$ cat config.mk
export PLATFORM = sky130hd
export DESIGN_NAME = ap_out_collector
export DESIGN_NICKNAME = d
export VERILOG_FILES = /design/src/rtl/ap_pkg.sv /design/src/rtl/ap_oc_fifo.sv /design/src/rtl/ap_out_collector.sv
export SDC_FILE = /design/constraint.sdc
export NUM_CORES = 1
export LEC_CHECK = 0
export ABC_AREA = 1
export BUFFER_PORTS_ARGS = -buffer_cell sky130_fd_sc_hd__buf_2
export CAP_MARGIN = 20
export CORE_MARGIN = 5
export CORE_UTILIZATION = 40
export CTS_BUF_LIST = sky130_fd_sc_hd__clkbuf_8
export CTS_CLUSTER_DIAMETER = 120
export DETAILED_ROUTE_END_ITERATION = 10
export PLACE_DENSITY = 0.55
export SYNTH_ARGS = -nofsm -noshare
export SYNTH_HDL_FRONTEND = slang
export SYNTH_SLANG_ARGS = --single-unit
$ cat constraint.sdc
create_clock -name clk -period 7.6 [get_ports clk]
set_input_delay 0.38 -clock clk [delete_from_list [all_inputs] [get_ports clk]]
set_output_delay 0.38 -clock clk [all_outputs]
set_load 0.005 [all_outputs]
$ cat src/rtl/ap_pkg.sv
// Shared defaults, FSM state encoding and a parity helper for the output collector.
package ap_pkg;

  localparam int AP_OUTPORT_DEF    = 8;
  localparam int AP_N_CORE_DEF     = 8;
  localparam int AP_FIFO_DEPTH_DEF = 4;
  localparam int AP_ADDR_W_DEF     = 12;

  typedef enum logic [1:0] {
    IDLE    = 2'd0,
    COLLECT = 2'd1,
    DRAIN   = 2'd2,
    DONE    = 2'd3
  } ap_state_e;

  // Even parity of a lane; lanes wider than 32 bits are not supported by this helper.
  function automatic logic ap_even_par(input logic [31:0] v);
    return ^v;
  endfunction

endpackage

$ cat src/rtl/ap_oc_fifo.sv
// Synchronous FIFO with registered full/empty flags; a push into a full FIFO
// is accepted when a pop happens in the same cycle.
module ap_oc_fifo #(
  parameter int WIDTH = 8,
  parameter int DEPTH = 4
) (
  input  logic             clk,
  input  logic             reset,
  input  logic             push,
  input  logic [WIDTH-1:0] push_data,
  input  logic             pop,
  output logic [WIDTH-1:0] pop_data,
  output logic             full,
  output logic             empty
);

  localparam int AW = (DEPTH > 1) ? $clog2(DEPTH) : 1;
  localparam int CW = $clog2(DEPTH + 1);

  logic [WIDTH-1:0] mem_q [DEPTH];
  logic [WIDTH-1:0] mem_d [DEPTH];
  logic [AW-1:0]    wr_ptr_q, wr_ptr_d;
  logic [AW-1:0]    rd_ptr_q, rd_ptr_d;
  logic [CW-1:0]    cnt_q, cnt_d;
  logic             full_q, full_d;
  logic             empty_q, empty_d;
  logic             push_ok_s, pop_ok_s;

  function automatic logic [AW-1:0] ptr_inc(input logic [AW-1:0] p);
    if (p == AW'(DEPTH - 1)) begin
      return '0;
    end else begin
      return p + AW'(1);
    end
  endfunction

  // Next-state for storage, pointers, occupancy and flags.
  always_comb begin
    pop_ok_s  = pop && !empty_q;
    push_ok_s = push && (!full_q || pop_ok_s);
    mem_d     = mem_q;
    if (push_ok_s) begin
      mem_d[wr_ptr_q] = push_data;
      wr_ptr_d        = ptr_inc(wr_ptr_q);
    end else begin
      wr_ptr_d = wr_ptr_q;
    end
    if (pop_ok_s) begin
      rd_ptr_d = ptr_inc(rd_ptr_q);
    end else begin
      rd_ptr_d = rd_ptr_q;
    end
    case ({push_ok_s, pop_ok_s})
      2'b10:   cnt_d = cnt_q + CW'(1);
      2'b01:   cnt_d = cnt_q - CW'(1);
      default: cnt_d = cnt_q;
    endcase
    full_d  = (cnt_d == CW'(DEPTH));
    empty_d = (cnt_d == CW'(0));
  end

  // State registers with asynchronous clear.
  always_ff @(posedge clk or negedge reset) begin
    if (!reset) begin
      for (int i = 0; i < DEPTH; i++) begin
        mem_q[i] <= '0;
      end
      wr_ptr_q <= '0;
      rd_ptr_q <= '0;
      cnt_q    <= '0;
      full_q   <= 1'b0;
      empty_q  <= 1'b1;
    end else begin
      mem_q    <= mem_d;
      wr_ptr_q <= wr_ptr_d;
      rd_ptr_q <= rd_ptr_d;
      cnt_q    <= cnt_d;
      full_q   <= full_d;
      empty_q  <= empty_d;
    end
  end

  assign pop_data = mem_q[rd_ptr_q];
  assign full     = full_q;
  assign empty    = empty_q;

endmodule

$ cat src/rtl/ap_out_collector.sv
// Merges per-core result strobes into packed words and streams them out with
// addresses. Optional per-lane parity output wr_par: define AP_OUT_COLLECTOR_PARITY_EN.
module ap_out_collector
  import ap_pkg::*;
#(
  parameter int outport    = AP_OUTPORT_DEF,
  parameter int N_core     = AP_N_CORE_DEF,
  parameter int FIFO_DEPTH = AP_FIFO_DEPTH_DEF,
  parameter int ADDR_W     = AP_ADDR_W_DEF
) (
  input  logic                      clk,
  input  logic                      reset,
  input  logic                      start,
  input  logic [ADDR_W-1:0]         base_addr,
  input  logic [ADDR_W-1:0]         n_words,
  input  logic [outport*N_core-1:0] in_data,
  input  logic [N_core-1:0]         in_en,
  output logic                      wr_valid,
  input  logic                      wr_ready,
  output logic [outport*N_core-1:0] wr_data,
  output logic [ADDR_W-1:0]         wr_addr,
  output logic                      busy,
  output logic                      done,
`ifdef AP_OUT_COLLECTOR_PARITY_EN
  output logic [N_core-1:0]         wr_par,
`endif
  output logic                      overflow
);

  localparam int DW = outport * N_core;
`ifdef AP_OUT_COLLECTOR_PARITY_EN
  localparam int FW = DW + ADDR_W + N_core;
`else
  localparam int FW = DW + ADDR_W;
`endif

  ap_state_e         state_q, state_d;
  logic [ADDR_W-1:0] base_q, base_d;
  logic [ADDR_W-1:0] nwords_q, nwords_d;
  logic [ADDR_W-1:0] count_q, count_d;
  logic [N_core-1:0] mask_q, mask_d;
  logic [DW-1:0]     hold_q, hold_d;
  logic              busy_q, busy_d;
  logic              done_q, done_d;
  logic              ovf_q, ovf_d;

  logic [DW-1:0]     merged_s;
  logic              capture_s, complete_s, pop_s;
  logic [FW-1:0]     fifo_wdata_s, fifo_rdata_s;
  logic              fifo_full_s, fifo_empty_s;

  // Lane merge: bit j of in_en pairs with in_data[outport*j +: outport].
  always_comb begin
    merged_s = hold_q;
    for (int j = 0; j < N_core; j++) begin
      if (in_en[j]) begin
        merged_s[outport*j +: outport] = in_data[outport*j +: outport];
      end else begin
        merged_s[outport*j +: outport] = hold_q[outport*j +: outport];
      end
    end
  end

  assign pop_s      = !fifo_empty_s && wr_ready;
  assign capture_s  = (state_q == COLLECT) && (count_q != nwords_q);
  assign complete_s = capture_s && (&(mask_q | in_en));

`ifdef AP_OUT_COLLECTOR_PARITY_EN
  logic [N_core-1:0] par_s;

  // Per-lane even parity, carried through the FIFO alongside the word.
  always_comb begin
    par_s = '0;
    for (int j = 0; j < N_core; j++) begin
      par_s[j] = ap_even_par(32'(merged_s[outport*j +: outport]));
    end
  end

  assign fifo_wdata_s = {par_s, base_q + count_q, merged_s};
`else
  assign fifo_wdata_s = {base_q + count_q, merged_s};
`endif

  // Control FSM and collection datapath next-state.
  always_comb begin
    state_d  = state_q;
    base_d   = base_q;
    nwords_d = nwords_q;
    count_d  = count_q;
    mask_d   = mask_q;
    hold_d   = hold_q;
    ovf_d    = ovf_q;
    case (state_q)
      IDLE: begin
        if (start) begin
          state_d  = COLLECT;
          base_d   = base_addr;
          nwords_d = n_words;
          count_d  = '0;
          mask_d   = '0;
          ovf_d    = 1'b0;
        end else begin
          state_d = IDLE;
        end
      end
      COLLECT: begin
        if (!capture_s) begin
          state_d = DRAIN;
        end else if (complete_s) begin
          hold_d  = merged_s;
          mask_d  = '0;
          count_d = count_q + ADDR_W'(1);
          // A word arriving at a full FIFO with no pop is lost but still consumes its address.
          if (fifo_full_s && !pop_s) begin
            ovf_d = 1'b1;
          end else begin
            ovf_d = ovf_q;
          end
        end else begin
          hold_d = merged_s;
          mask_d = mask_q | in_en;
        end
      end
      DRAIN: begin
        if (fifo_empty_s) begin
          state_d = DONE;
        end else begin
          state_d = DRAIN;
        end
      end
      DONE:    state_d = IDLE;
      default: state_d = IDLE;
    endcase
    busy_d = (state_d == COLLECT) || (state_d == DRAIN);
    done_d = (state_d == DONE);
  end

  // Control and datapath registers.
  always_ff @(posedge clk or negedge reset) begin
    if (!reset) begin
      state_q  <= IDLE;
      base_q   <= '0;
      nwords_q <= '0;
      count_q  <= '0;
      mask_q   <= '0;
      hold_q   <= '0;
      busy_q   <= 1'b0;
      done_q   <= 1'b0;
      ovf_q    <= 1'b0;
    end else begin
      state_q  <= state_d;
      base_q   <= base_d;
      nwords_q <= nwords_d;
      count_q  <= count_d;
      mask_q   <= mask_d;
      hold_q   <= hold_d;
      busy_q   <= busy_d;
      done_q   <= done_d;
      ovf_q    <= ovf_d;
    end
  end

  ap_oc_fifo #(
    .WIDTH (FW),
    .DEPTH (FIFO_DEPTH)
  ) u_fifo (
    .clk       (clk),
    .reset     (reset),
    .push      (complete_s),
    .push_data (fifo_wdata_s),
    .pop       (pop_s),
    .pop_data  (fifo_rdata_s),
    .full      (fifo_full_s),
    .empty     (fifo_empty_s)
  );

  // Output word is forced to zero whenever nothing valid is presented.
  always_comb begin
    if (fifo_empty_s) begin
      wr_data = '0;
      wr_addr = '0;
    end else begin
      wr_data = fifo_rdata_s[DW-1:0];
      wr_addr = fifo_rdata_s[DW +: ADDR_W];
    end
  end

`ifdef AP_OUT_COLLECTOR_PARITY_EN
  assign wr_par = fifo_empty_s ? '0 : fifo_rdata_s[DW+ADDR_W +: N_core];
`endif

  assign wr_valid = !fifo_empty_s;
  assign busy     = busy_q;
  assign done     = done_q;
  assign overflow = ovf_q;

endmodule

== Yosys cells after proc, flatten, opt, wreduce, memory -nomap -nowiden ==
Index checks and enable logic that the tools add are counted.

* Mux-type cells: 36
* Bitwise operators: 3
* Add/subtract/negate cells: 6
* Order comparisons: 3
* Equality and inequality tests: 16
* Reduce and logical (&&, ||, !) cells: 21

{| class="wikitable"
|+ Operators with widths
! cell !! count
|-
| $bwmux 304 || 1
|-
| $mux 76 || 3
|-
| $bmux 76 s2 || 1
|-
| $demux 76 s2 || 1
|-
| $mux 8 || 11
|-
| $mux 64 || 1
|-
| $mux 12 || 4
|-
| $pmux 12 s2 || 1
|-
| $pmux 8 s2 || 1
|-
| $eq 2x2->1 const B || 7
|-
| $add 12x1->12 const B || 1
|-
| $add 12x12->12 || 1
|-
| $ne 12x12->1 || 1
|-
| $or 8x8->8 || 1
|-
| $pmux 2 s4 || 1
|-
| $reduce_and 8->1 || 1
|-
| $logic_and 1x1->1 || 7
|-
| $eq 2x1->1 const B || 3
|-
| $ge 3x3->1 const B || 2
|-
| $mux 1 || 6
|-
| $mux 2 || 3
|-
| $not 2->3 || 2
|-
| $pmux 3 s2 || 1
|-
| $reduce_and 5->1 || 1
|-
| other kinds (16) || 23
|}

* Output and inout port bits: 80
* Register bits: 426

== Longest topological paths before layout ==
* Word-level depth: 8
* Mapped depth: 17
* Mapped depth without buffers: 14

== Cells and area by module ==
From an unflattened synthesis, not the netlist that was laid out.

* Cells, all modules: 2698
* Area total of the unflattened synthesis: 21131.5 sq um

{| class="wikitable"
|+ By module, submodules not included
! module !! instances !! area each (sq um) !! cells an instance !! seq. area each (sq um)
|-
| ap_oc_fifo || 1 || 14188.6 || 1778 || 7833.8
|-
| ap_out_collector || 1 || 6942.9 || 920 || 2827.7
|}

== Least setup slack after synthesis ==
OpenSTA, ideal clock, no wires.

* Path type: flip-flop to flip-flop
* Start: reg count_q[6]
* End: reg u_fifo.full_q (netlist: u_fifo.full)
* Required time: 7.529 ns
* Arrival: 2.716 ns
* Stages on the path, launching flop included: 15
* Period minus slack after synthesis: 2.787 ns
* Setup slack: 4.813 ns
* Cell sequence: dfrtp_1 buf_2 xnor2_1 nand2_1 nor2_1 nand3_1 nand4_4 buf_6 buf_6 buf_6 ha_1 fa_1 mux2_2 or2_2 nor2_1

* Longest elaborated chain between the ends: 7
* Elaborated cells between the ends (all ways): 8
* Classes of those cells: 4 x eq/ne; 1 x mux; 3 x reduce/logical

{| class="wikitable"
|+ Ends and longest elaborated chain
! item !! RTL line !! text
|-
| from (decl) || ap_out_collector.sv:40 || <nowiki>logic [ADDR_W-1:0] count_q, count_d;</nowiki>
|-
| from (signal assigned) || ap_out_collector.sv:154 || <nowiki>count_q <= count_d;</nowiki>
|-
| $ne 12x12->1 * || ap_out_collector.sv:65 || <nowiki>assign capture_s = (state_q == COLLECT) && (count_q != nwords_q);</nowiki>
|-
| $logic_and 1x1->1 * || ap_out_collector.sv:65 ||
|-
| $logic_and 1x1->1 * || ap_out_collector.sv:66 || <nowiki>assign complete_s = capture_s && (&(mask_q | in_en));</nowiki>
|-
| $logic_and 1x1->1 * || ap_oc_fifo.sv:40 || <nowiki>push_ok_s = push && (!full_q || pop_ok_s);</nowiki>
|-
| $eq 2x1->1 or $eq 2x2->1 (tied branches) || ap_oc_fifo.sv:53 || <nowiki>case ({push_ok_s, pop_ok_s})</nowiki>
|-
| $pmux 3 s2 * || ap_oc_fifo.sv:53 ||
|-
| via u_fifo.cnt_d[1] || ap_oc_fifo.sv:24 || <nowiki>logic [CW-1:0] cnt_q, cnt_d;</nowiki>
|-
| $eq 3x3->1 * || ap_oc_fifo.sv:58 || <nowiki>full_d = (cnt_d == CW'(DEPTH));</nowiki>
|-
| via u_fifo.full_d || ap_oc_fifo.sv:25 || <nowiki>logic full_q, full_d;</nowiki>
|-
| to (signal assigned) || ap_oc_fifo.sv:78 || <nowiki>full_q <= full_d;</nowiki>
|-
| to (decl) || ap_oc_fifo.sv:25 ||
|}

The timed path passes the listed nets; every way through them passes the cells marked *.
A chain may end at the register's enable or synchronous reset.

== Final worst setup path ==
* Start: reg state_q[0]
* End: reg u_fifo.mem_q[163] (netlist bit)

* Longest elaborated chain between the ends: 4

{| class="wikitable"
|+ Ends and longest elaborated chain
! item !! RTL line !! text
|-
| from (decl) || ap_out_collector.sv:37 || <nowiki>ap_state_e state_q, state_d;</nowiki>
|-
| from (signal assigned) || ap_out_collector.sv:151 || <nowiki>state_q <= state_d;</nowiki>
|-
| $eq 2x1->1 || ap_out_collector.sv:65 ||
|-
| $logic_and 1x1->1 || ap_out_collector.sv:65 ||
|-
| $logic_and 1x1->1 || ap_out_collector.sv:66 ||
|-
| $logic_and 1x1->1 || ap_oc_fifo.sv:40 ||
|-
| to (signal assigned) || ap_oc_fifo.sv:74 || <nowiki>mem_q <= mem_d;</nowiki>
|-
| to (decl) || ap_oc_fifo.sv:20 || <nowiki>logic [WIDTH-1:0] mem_q [DEPTH];</nowiki>
|}

Every way passes these cells.

==> results.cfg <==
[status]
status = complete, no violations

[setup_path]
crit_type = reg -> reg
worstPathMaxFanout = 110
end_kind = register
worstPathRequired_ps = 8090
start_kind = register
critical_path_arrival_ps = 4700

[global_route]
antenna_found_initial = 1
first_global_vias = 17000
overflow = 0
grt_max_degree = 143
grt_pass1_wl_um = 93700
gr-usage-all-layers_pct = 20.6

[timing]
maxSlewViolCount = 0
setup-violations-final = 0
setup_tns_ps = 0
slew-limit-headroom_pct = 23.3
hold_viol = 0
fin_skew_ps = 22.2
fin_crit_ps = 4210
worstMarginPinSlew_ps = 1150
fin_crit_sh_pct = 55.4
max_freq_mhz = 237
rsz0062_at_grt = false

[clock_tree]
cts-root-buf = clkbuf_8
cts_buffers = 78
ctsResizeCount = 0
insertion_delay_ps = 650
cts_max_level = 3
path_clk_slew_ps = 60
tritoncts = yes
cts_hold_buf = 25
cts.sinks = 426
post_cts_buffers = 0
clockBufferDepth = 3

[power]
peakVddDrop_uv = 192
power.density_nw_per_um2 = 410
p_leak_nw = 11.7

[drt]
wl_um = 58500
wl_per_cell_um = 17.2
drc = 0
vias = 17500
drt_iter0_drc = 1411
final_antenna_net_count = 0
vias_per_cell = 5.15
firstDrtPassIters = 7

[floorplanning]
die_w_um = 236
initial_core_util_pct = 40.6
fp.dieH_um = 236
row_count = 82
ios = 180
dieArea_um2 = 55800
core-area_um2 = 50400

[layout]
post-route-util_pct = 46.3
area_growth_pct = 14.1
final_nets = 2799
multi_input_area_um2 = 8020
fillers = 5040
seqCellArea_um2 = 10700
antennaDiodeCount = 0
drive_above_1_share_pct = 12.2

[yosys]
ys_ff_latch = 426
yosys_warnings = 0
synth-seq-area-share_pct = 52.1
syn_inst = 2544
synth_cell_types = 33
syn_area_um2 = 20500
syn-num-nets = 2665
syn_area_per_cell_um2 = 8.04

[placement]
globalplace.congestion = 0.769
dp_hpwl_um = 33200
numPortBuffers = 179

[job]
maxCapViolations = 0

[worst_hold_path]
min_path_type = in -> reg
## worst max-delay path, stage by stage (launching register included)
cell     delay (ps)
dfrtp_1         360
inv_1            70
nor2_1          620
nand4_4         810
buf_4           620
nor2_4          830
buf_12          450
o21ai_0         160
## final cells by class
type / instances / area share (%)
well taps: 672 / 3.60
clock buffers: 98 / 5.78
inverters: 257 / 4.15
flip-flops and latches: 426 / 45.7
repair buffers: 224 / 5.81
multi-input cells: 1691 / 34.4
clock inverters: 31 / 0.627
## layout by cell type (no fill, tap or decap), types with 2 or more instances in the layout
master         Yosys  routed
inv_1            255     279
dlygate4sd3_1      0      25
inv_2              1       3
nand4_1            5       5
clkbuf_8           0      98
clkinv_2           0       4
or2_1              8       8
nor2_1            49      49
xor2_1            13      13
nand2_1          680     680
ha_1              19      19
mux2_2            19      19
o21ai_1           73      73
fa_1               2       2
nand3_1           25      25
dfrtp_1          425     423
buf_2             16     178
buf_4             25      16
a21oi_1          246     246
nor3_1             5       5
xnor2_1           13      13
nand3b_1           3       3
nor2_4             2       3
o21ai_0          522     522
buf_12             0       4
## stage by stage
stage,total power [W],setup WS (ps),hold WS [ps],instances,cell area (µm²)
final,0.00957,3390,140,3399,23300
after global routing,0.0104,3080,127,3399,23300
after detailed placement,0.00750,3340,463,3244,21600
after CTS,0.00968,3390,76.1,3398,23300
after floorplan,0.00604,4810,84.4,2544,20500
after global placement,0.00740,3420,456,3244,21600
## power breakdown
part,leakage [nW],total (W),internal [W],switching [W]
Combinational,5.76,0.00381,0.00126,0.00255
Clock,0.874,0.00212,0.00118,0.000942
Sequential,5.12,0.00365,0.00324,0.000406
## metal layers
metal	share of wire [%]	routed length, µm	track usage [%]	vias to the layer above
li1	-	-	-	8498
met1	45	26600	28.2	8437
met2	47	27400	33.7	467
met3	5.8	3370	4.23	89
met4	2.0	1190	5.32	2
met5	0.022	13	0	-
## flip-flops by register name (all words and copies together), names as in the netlist
| register | cells |
|---|---|
| u_fifo.full | 1 |
| busy | 1 |
| u_fifo.empty | 1 |
| base_q | 12 |
| hold_q | 64 |
| u_fifo.cnt_q | 3 |
| mask_q | 8 |
| count_q | 12 |
| state_q | 2 |
| nwords_q | 12 |
| u_fifo.rd_ptr_q | 2 |
| u_fifo.wr_ptr_q | 2 |
| u_fifo.mem_q | 304 |
| overflow | 1 |
| done | 1 |
## worst paths after layout
path	from	end	slack, ps	cells after the start
worst max-delay path	state_q[0]	u_fifo.mem_q[163]	3390	7
worst min-delay path	start	state_q[0]	140	3
min in group asynchronous	reset	u_fifo.mem_q[165]	350	2
worst max register to register	state_q[0]	u_fifo.mem_q[163]	3390	7
worst min register to register	u_fifo.mem_q[33]	u_fifo.mem_q[33]	480	2
max in group asynchronous	reset	u_fifo.mem_q[134]	5800	3
## cells in the mapped netlist
| cell type | count | area, µm² |
|---|---|---|
| nand4_4 | 1 | 21.3 |
| a31oi_1 | 1 | 6.26 |
| nor2_8 | 1 | 20.0 |
| nor2_2 | 1 | 6.26 |
| o21ai_1 | 73 | 365 |
| xor2_1 | 13 | 114 |
| nor2_1 | 49 | 184 |
| mux2_2 | 19 | 214 |
| clkbuf_1 | 105 | 394 |
| nand3_1 | 25 | 125 |
| fa_1 | 2 | 40.0 |
| o21ai_0 | 522 | 2610 |
| inv_2 | 1 | 3.75 |
| xnor2_1 | 13 | 114 |
| a21o_1 | 1 | 7.51 |
| buf_6 | 8 | 90.1 |
| inv_1 | 255 | 957 |
| clkinv_1 | 1 | 3.75 |
| nand3b_1 | 3 | 22.5 |
| dfrtp_1 | 425 | 10600 |
| o21bai_1 | 1 | 7.51 |
| nand4_1 | 5 | 31.3 |
| or2_2 | 1 | 6.26 |
| nor2_4 | 2 | 22.5 |
| buf_4 | 25 | 188 |
| dfstp_2 | 1 | 26.3 |
| nand2_1 | 680 | 2550 |
| nor3_1 | 5 | 25.0 |
| buf_1 | 16 | 60.1 |
| a21oi_1 | 246 | 1230 |
| or2_1 | 8 | 50.1 |
| ha_1 | 19 | 238 |
| buf_2 | 16 | 80.1 |
## cells by family after synthesis
kind of cell | Yosys count | share of synthesized area [%]
flip-flops | 426 | 52.1
AND/OR/NAND/NOR | 781 | 15.0
multiplexers | 19 | 1.05
XOR/XNOR | 26 | 1.11
AO/OA/AOI/OAI | 844 | 20.7
buffers and inverters | 427 | 8.69
adder cells (fa/ha/maj) | 21 | 1.36
Note: power is estimated with default switching activity, not from simulation.
